$ cat src/rtl/apb_uart_regs.sv
// APB3 slave register block and FIFO sequencer for the APB-UART bridge.
// Decodes APB accesses into TX FIFO pushes and RX FIFO pops, holds CTRL/BAUD,
// collects status and sticky error flags and drives a registered level IRQ.
//
// Ports:
//   PCLK, PRESETn                 clock, async active-low reset
//   PSEL/PENABLE/PWRITE/PADDR/PWDATA, PRDATA/PREADY/PSLVERR   APB3 slave
//   TxWData, TxWEn, TxFull, TxEmpty                           TX FIFO write side
//   RxRInc, RxEmpty, RxRData, RxOverrun                        RX FIFO read side
//   TxEnable, RxEnable, BaudDiv                                UART configuration
//   Irq                                                        level interrupt
//
// The APB response is computed from the setup phase and registered, so it is
// valid in the first access cycle. DATA reads add one wait state (RD_WAIT).
module apb_uart_regs #(
  parameter int unsigned DATA_WIDTH = 8,
  parameter logic [15:0] BAUD_RESET = 16'd27
) (
  input  logic                  PCLK,
  input  logic                  PRESETn,
  input  logic                  PSEL,
  input  logic                  PENABLE,
  input  logic                  PWRITE,
  input  logic [3:0]            PADDR,
  input  logic [31:0]           PWDATA,
  output logic [31:0]           PRDATA,
  output logic                  PREADY,
  output logic                  PSLVERR,
  output logic [DATA_WIDTH-1:0] TxWData,
  output logic                  TxWEn,
  input  logic                  TxFull,
  input  logic                  TxEmpty,
  output logic                  RxRInc,
  input  logic                  RxEmpty,
  input  logic [DATA_WIDTH-1:0] RxRData,
  input  logic                  RxOverrun,
  output logic                  TxEnable,
  output logic                  RxEnable,
  output logic [15:0]           BaudDiv,
  output logic                  Irq
);

  localparam int unsigned CTRL_W = 5;
  localparam int unsigned BAUD_W = 16;

  localparam logic [1:0] REG_DATA   = 2'd0;
  localparam logic [1:0] REG_STATUS = 2'd1;
  localparam logic [1:0] REG_CTRL   = 2'd2;
  localparam logic [1:0] REG_BAUD   = 2'd3;

  typedef enum logic {IDLE, RD_WAIT} state_t;

  state_t                state_q, state_d;
  logic                  pready_q, pready_d;
  logic                  pslverr_q, pslverr_d;
  logic [31:0]           prdata_q, prdata_d;
  logic                  txwen_q, txwen_d;
  logic [DATA_WIDTH-1:0] txwdata_q, txwdata_d;
  logic                  rxrinc_q, rxrinc_d;
  logic [CTRL_W-1:0]     ctrl_q, ctrl_d;
  logic [BAUD_W-1:0]     baud_q, baud_d;
  logic                  rx_ovr_q, rx_ovr_d;
  logic                  tx_err_q, tx_err_d;
  logic                  rx_err_q, rx_err_d;
  logic                  irq_q, irq_d;

  logic       setup_c;
  logic       access_c;
  logic       wr_done_c;
  logic [1:0] reg_sel_c;
  logic [2:0] w1c_c;
  logic       tx_err_set_c;
  logic       rx_err_set_c;

  // Byte lanes above the widest register and the byte offset carry no information.
  logic unused_bits;
  assign unused_bits = ^{PADDR[1:0], PWDATA[31:16]};

  assign setup_c   = PSEL & ~PENABLE;
  assign access_c  = PSEL & PENABLE;
  assign reg_sel_c = PADDR[3:2];
  // Zero-wait writes complete in their first access cycle.
  assign wr_done_c = access_c & PWRITE & pready_q & (state_q == IDLE);

  // Next-state, response and register update logic.
  always_comb begin
    state_d      = state_q;
    pready_d     = 1'b1;
    pslverr_d    = 1'b0;
    prdata_d     = '0;
    txwen_d      = 1'b0;
    txwdata_d    = txwdata_q;
    rxrinc_d     = 1'b0;
    ctrl_d       = ctrl_q;
    baud_d       = baud_q;
    w1c_c        = 3'b000;
    tx_err_set_c = 1'b0;
    rx_err_set_c = 1'b0;

    // Setup phase: prepare the response presented in the first access cycle.
    if (setup_c) begin
      unique case (reg_sel_c)
        REG_DATA: begin
          if (PWRITE) begin
            if (TxFull) begin
              pslverr_d = 1'b1;
            end else begin
              txwen_d   = 1'b1;
              txwdata_d = PWDATA[DATA_WIDTH-1:0];
            end
          end else begin
            pready_d = 1'b0;
          end
        end
        REG_STATUS: if (!PWRITE) prdata_d = 32'({rx_err_q, tx_err_q, rx_ovr_q, RxEmpty, TxEmpty, TxFull});
        REG_CTRL:   if (!PWRITE) prdata_d = 32'(ctrl_q);
        REG_BAUD:   if (!PWRITE) prdata_d = 32'(baud_q);
        default: ;
      endcase
    end

    // DATA read sequencing.
    unique case (state_q)
      IDLE: begin
        if (access_c && !PWRITE && reg_sel_c == REG_DATA && !pready_q) begin
          state_d = RD_WAIT;
          if (RxEmpty) begin
            pslverr_d = 1'b1;
          end else begin
            rxrinc_d = 1'b1;
            prdata_d = 32'(RxRData);
          end
        end
      end
      RD_WAIT: begin
        state_d      = IDLE;
        rx_err_set_c = pslverr_q;
      end
      default: state_d = IDLE;
    endcase

    // Completing write cycle.
    if (wr_done_c) begin
      unique case (reg_sel_c)
        REG_DATA:   tx_err_set_c = pslverr_q;
        REG_STATUS: w1c_c = PWDATA[5:3];
        REG_CTRL:   ctrl_d = PWDATA[CTRL_W-1:0];
        REG_BAUD:   baud_d = PWDATA[BAUD_W-1:0];
        default: ;
      endcase
    end

    // Sticky flags: a set event in the same cycle as a clear wins.
    rx_ovr_d = RxOverrun    | (rx_ovr_q & ~w1c_c[0]);
    tx_err_d = tx_err_set_c | (tx_err_q & ~w1c_c[1]);
    rx_err_d = rx_err_set_c | (rx_err_q & ~w1c_c[2]);

    irq_d = (ctrl_q[2] & ~RxEmpty) | (ctrl_q[3] & TxEmpty) |
            (ctrl_q[4] & (rx_ovr_q | tx_err_q | rx_err_q));
  end

  // State and output registers.
  always_ff @(posedge PCLK or negedge PRESETn) begin
    if (!PRESETn) begin
      state_q   <= IDLE;
      pready_q  <= 1'b1;
      pslverr_q <= 1'b0;
      prdata_q  <= '0;
      txwen_q   <= 1'b0;
      txwdata_q <= '0;
      rxrinc_q  <= 1'b0;
      ctrl_q    <= '0;
      baud_q    <= BAUD_RESET;
      rx_ovr_q  <= 1'b0;
      tx_err_q  <= 1'b0;
      rx_err_q  <= 1'b0;
      irq_q     <= 1'b0;
    end else begin
      state_q   <= state_d;
      pready_q  <= pready_d;
      pslverr_q <= pslverr_d;
      prdata_q  <= prdata_d;
      txwen_q   <= txwen_d;
      txwdata_q <= txwdata_d;
      rxrinc_q  <= rxrinc_d;
      ctrl_q    <= ctrl_d;
      baud_q    <= baud_d;
      rx_ovr_q  <= rx_ovr_d;
      tx_err_q  <= tx_err_d;
      rx_err_q  <= rx_err_d;
      irq_q     <= irq_d;
    end
  end

  assign PREADY   = pready_q;
  assign PSLVERR  = pslverr_q;
  assign PRDATA   = prdata_q;
  assign TxWEn    = txwen_q;
  assign TxWData  = txwdata_q;
  assign RxRInc   = rxrinc_q;
  assign TxEnable = ctrl_q[0];
  assign RxEnable = ctrl_q[1];
  assign BaudDiv  = baud_q;
  assign Irq      = irq_q;

endmodule
$ cat config.mk
export PLATFORM = sky130hd
export DESIGN_NAME = apb_uart_regs
export DESIGN_NICKNAME = d
export VERILOG_FILES = /design/src/rtl/apb_uart_regs.sv
export SDC_FILE = /design/constraint.sdc
export NUM_CORES = 1
export LEC_CHECK = 0
export ABC_CLOCK_PERIOD_IN_PS = 2300
export CAP_MARGIN = 20
export CORE_UTILIZATION = 40
export DETAILED_ROUTE_END_ITERATION = 10
export GPL_TIMING_DRIVEN = 0
export PLACE_DENSITY = 0.8
export SETUP_SLACK_MARGIN = 0.2
export SYNTH_ARGS = -nofsm -noshare
export SYNTH_HDL_FRONTEND = slang
export SYNTH_SLANG_ARGS = --single-unit
$ cat constraint.sdc
create_clock -name PCLK -period 2.3 [get_ports PCLK]
set_clock_uncertainty 0.15 [all_clocks]
set_input_delay 0.46 -clock PCLK [delete_from_list [all_inputs] [get_ports PCLK]]
set_output_delay 0.46 -clock PCLK [all_outputs]
set_load 0.005 [all_outputs]
* Yosys cells after proc, flatten, opt, wreduce, memory -nomap -nowiden
Index checks and enable logic that the tools add are counted.
** Operators by class
- Add/subtract/negate cells :: 0
- Multiply operators :: 0
- Div/mod/pow operators :: 0
- Order comparisons :: 0
- Eq/ne operators :: 3
- Shifts and indexed selects :: 0
- Multiplexer cells :: 32
- Bitwise operators :: 25
- Reduce and logical (&&, ||, !) cells :: 9
** Operator list (count)
- 2-to-1 mux 32 bit :: 3
- case mux 16 bit (3 select lines) :: 1
- 2-to-1 mux 16 bit :: 2
- 2-to-1 mux 1 bit :: 21
- AND 1 bit :: 11
- inverter 1 bit :: 7
- OR 1 bit :: 7
- 2-to-1 mux 3 bit :: 2
- 2-to-1 mux 6 bit :: 1
- 2-to-1 mux 5 bit :: 1
- == test 2 bit (second input constant) :: 2
- AND reduction 2 bit :: 2
- AND reduction 4 bit :: 1
- logical AND 1 bit :: 3
- == test 2 x 1 -> 1 bit (second input constant) :: 1
- logical NOT 1 bit :: 2
- logical NOT 2 bit :: 1
- case mux 1 bit (2 select lines) :: 1
** Word-level totals
- Bits in registers :: 70
- Bits in latches :: 0
- RAM bits :: 0
- ROM bits :: 0
- Input port bits :: 53
- Memories :: 0

* Logic depth before layout (Yosys ltp)
- Depth in word-level cells :: 8
- Depth in mapped cells :: 5
- Gate-level depth less buffers :: 3

* Worst setup path after synthesis
OpenSTA, ideal clock, no wires.
- Path type :: register to register
- Start :: reg pready_q (netlist: PREADY)
- End :: reg baud_q[10] (netlist: BaudDiv[10])
- Setup time :: 125 ps
- Arrival time :: 1559 ps
- Path slack :: 466 ps
- Cell stages (with the launch flop) :: 5
- Period minus slack after synthesis :: 1834 ps
- Path through :: dfstp_2 nand4b_1 nor2_2 buf_2 mux2_2
** On the way
- Longest elaborated chain between the ends :: 3
** RTL lines
- start: declaration :: line 54 : logic pready_q, pready_d;
- start signal: assignment :: line 180 : pready_q <= pready_d;
- AND 1 bit (2 in series) :: line 83 : assign wr_done_c = access_c & PWRITE & pready_q & (state_q == IDLE);
- AND reduction 2 bit (no source line)
- end signal: assignment :: line 187 : baud_q <= baud_d;
- end: declaration :: line 61 : logic [BAUD_W-1:0] baud_q, baud_d;
Every way passes these cells.
A chain may end at the register's enable or synchronous reset.

* Worst setup path after layout
- Start :: in PENABLE
- End :: reg baud_q[14] (netlist: BaudDiv[14])
** On the way
- Longest elaborated chain between the ends :: 5
** RTL lines
- start: declaration :: line 22 : input logic PENABLE,
- AND 1 bit :: line 80 : assign access_c = PSEL & PENABLE;
- AND 1 bit (3 in series) :: line 83
- AND reduction 2 bit (no source line)
Every way passes these cells.

==> flow_summary_export.csv <==
group,metric,value,unit
final_layout,finalInstanceArea,0.003406,sq mm
final_layout,fillCellCount,454,
placed_design,dp_slack,-0.3845,ns
global_routing,grt_use_total,0.1879,
flow_run,maxCapViolCount,0,
die,fp-row-count,27,
route,drt_wl_total,5038,um
synthesis,netlist_area,0.002282,sq mm
route,drc_errors,0,
critical_path,critPathLaunchType,"input pin",
route,first_iter_violations,102,
placed_design,dpl_cell_area,0.003244,sq mm
critical_path,arrival,2.06,ns
critical_path,path_max_fanout,10,
placed_design,port_buffers,80,
pwr,p_leak,1.522,nW
synthesis,synth-edff-count,0,
synthesis,synth_seq_cells,54,
timing,max_slew_margin,0.6658,
min_path,hold_path.class,"input pin to flip-flop",
final_layout,n_antenna_cell,0,
cts,root_buffer,"clkbuf_8",
pwr,ir_drop,440.5,uV
placed_design,gp_congestion,0.8268,
final_layout,syn_to_final_growth,49.23,%
timing,rsz0062_at_grt,"false",
die,die-area,0.006012,sq mm
route,first_pass_iters,6,
die,core,0.005507,sq mm
synthesis,ys.flop_type,"dfrtp_1",
synthesis,synth-seq-area-share,0.5948,
global_routing,grt_pass1_wl,8500,um
synthesis,netlist_instances,165,
timing,setup_viol,0,
critical_path,end_kind,"flip-flop",
timing,final.setup.worst_slack,0.2874,ns
critical_path,crit_type,"input pin to flip-flop",
final_layout,fin_util,0.6185,
die,die_h,77.54,um
synthesis,avgSynthCellArea,13.83,sq um
placed_design,dpl.hpwl,3707,um
outcome,status,"complete, no violations",
die,dieWidth,77.54,um
timing,setup_tns,0,ns
cts,cts_tree,"done",
route,wl_per_cell,14.56,um
timing,max_freq,496.9,MHz
pwr,cellPowerDensity,651.5,mW/mm^2
final_layout,multi_input_area,852.1,sq um
global_routing,grt_max_degree,34,
global_routing,first_global_vias,1690,
global_routing,grt.overflow.total,0,
die,initial_utilization,0.4145,
cts,clk_path_buf_depth,2,
die,io_pins,116,
synthesis,yosysWarnings,0,
final_layout,drive_above_1_share,0.2810,
route,num_vias,1631,
cts,clk_pin_slew,0.09,ns
route,ant_nets,0,
cts,cts_buffers,5,
global_routing,antenna_found_initial,0,
synthesis,synthArstFlopShare,1.000,
timing,post-route-period-util,0.8750,
route,via_per_inst,4.714,
critical_path,cp.required,2.34,ns
cts,cts_max_level,2,
timing,hold_violations,0,
final_layout,nNetsFinal,326,
final_layout,regArea,0.001358,sq mm
cts,insertion_delay,0.30,ns
cts,cts.sinks,54,
synthesis,synth_cell_types,34,
timing,worstMarginPinSlew,0.5012,ns
pwr,total_power,2.219,mW
timing,finalCriticalPeriod,2.013,ns
timing,slew_viol_final,0,
[worst max-delay path, cell delays in order]
cell and delay [ns]:
clkdlybuf4s50_1 0.56, nand4b_1 0.28, nor2_4 0.19, buf_4 0.22, mux2_2 0.35
[routing by layer]
| layer | vias to the layer above | GRT usage | share of wire |
|---|---|---|---|
| li1 | 769 | - | - |
| met1 | 782 | 0.2381 | 0.44 |
| met2 | 72 | 0.3106 | 0.49 |
| met3 | 8 | 0.04235 | 0.052 |
| met4 | 0 | 0.07547 | 0.021 |
| met5 | - | 0 | 0 |
[power by group]
part | internal [mW] | leakage (nW) | switching (mW)
sequential | 1.09 | 0.685 | 0.0859
clock | 0.215 | 0.0452 | 0.293
combinational | 0.371 | 0.792 | 0.165
total | 1.68 | 1.52 | 0.543
[flip-flops by register name (all words and copies together), names as in the netlist, 5 cells and up]
register / flops
TxWData: 8
ctrl_q: 5
PRDATA: 16
BaudDiv: 16
[cell usage in the layout, fill, tap and decap left out, types with 5 or more instances in the layout]
cell,instances
a221o_2,5
and2_1,8
buf_4,20
clkbuf_8,5
clkdlybuf4s50_1,79
conb_1,16
dfrtp_1,49
dfstp_2,5
mux2_2,29
mux2i_1,6
nor2_1,8
[path summary, 6_finish.rpt]
kind                       slack (ns)                   start                 endpoint  cells past startpoint
setup / recovery                 0.29                 PENABLE  BaudDiv[14]$_DFFE_PN0P_                      5
hold / removal                   0.25                PADDR[3]         PREADY$_DFF_PN1_                      3
setup reg to reg                 0.47        PREADY$_DFF_PN1_  BaudDiv[14]$_DFFE_PN0P_                      4
hold reg to reg                  0.36  TxWData[4]$_DFFE_PN0P_   TxWData[4]$_DFFE_PN0P_                      1
max in group asynchronous        0.89                 PRESETn   BaudDiv[3]$_DFFE_PN1P_                      3
min in group asynchronous        0.50                 PRESETn      PRDATA[4]$_DFF_PN0_                      2
[cell families after synthesis]
family / after synthesis / share of synthesized area
flops: 54 / 0.5948
simple gates: 41 / 0.1162
mux: 35 / 0.1694
buf+inv: 21 / 0.06469
compound gates: 13 / 0.05318
other cells: 1 / 0.001643
[synthesized netlist by cell type, types with 3 or more instances]
library cell / count / share of area
dfrtp_1: 49 / 0.54
mux2_2: 29 / 0.14
buf_4: 16 / 0.053
nor2_1: 9 / 0.015
and2_1: 8 / 0.022
mux2i_1: 6 / 0.026
a221o_2: 5 / 0.025
dfstp_2: 5 / 0.058
a22o_1: 3 / 0.012
nand2_1: 3 / 0.0049
nand3_1: 3 / 0.0066
nand3b_1: 3 / 0.0099
[through the flow]
stage / cells / hold slack, ns
2_1_floorplan: 180 / 0.01441
3_3_place_gp: 332 / 0.3345
6_report: 346 / 0.2499
4_1_cts: 345 / 0.2360
3_5_place_dp: 333 / 0.2962
5_1_grt: 346 / 0.2702
[timing repair]
| item | CTS | global route |
|---|---|---|
| endpoints found under the setup margin | 25 | 23 |
| endpoints found under the hold margin | 21 | 0 |
| buffers inserted | 3 | 1 |
| gates resized for setup | 3 | 3 |
| hold buffers | 1 | 0 |
| pin swaps | 1 | 1 |
[area by class of cell]
class,instances,share of cell area
Buffer,19,0.04225
Sequential cell,54,0.3986
Clock buffer,6,0.02131
Clock inverter,2,0.004041
Tap cell,72,0.02645
Multi-Input combinational cell,105,0.2502
Inverter,2,0.002204
Timing Repair Buffer,86,0.2550
(Power assumes the default switching activity.)
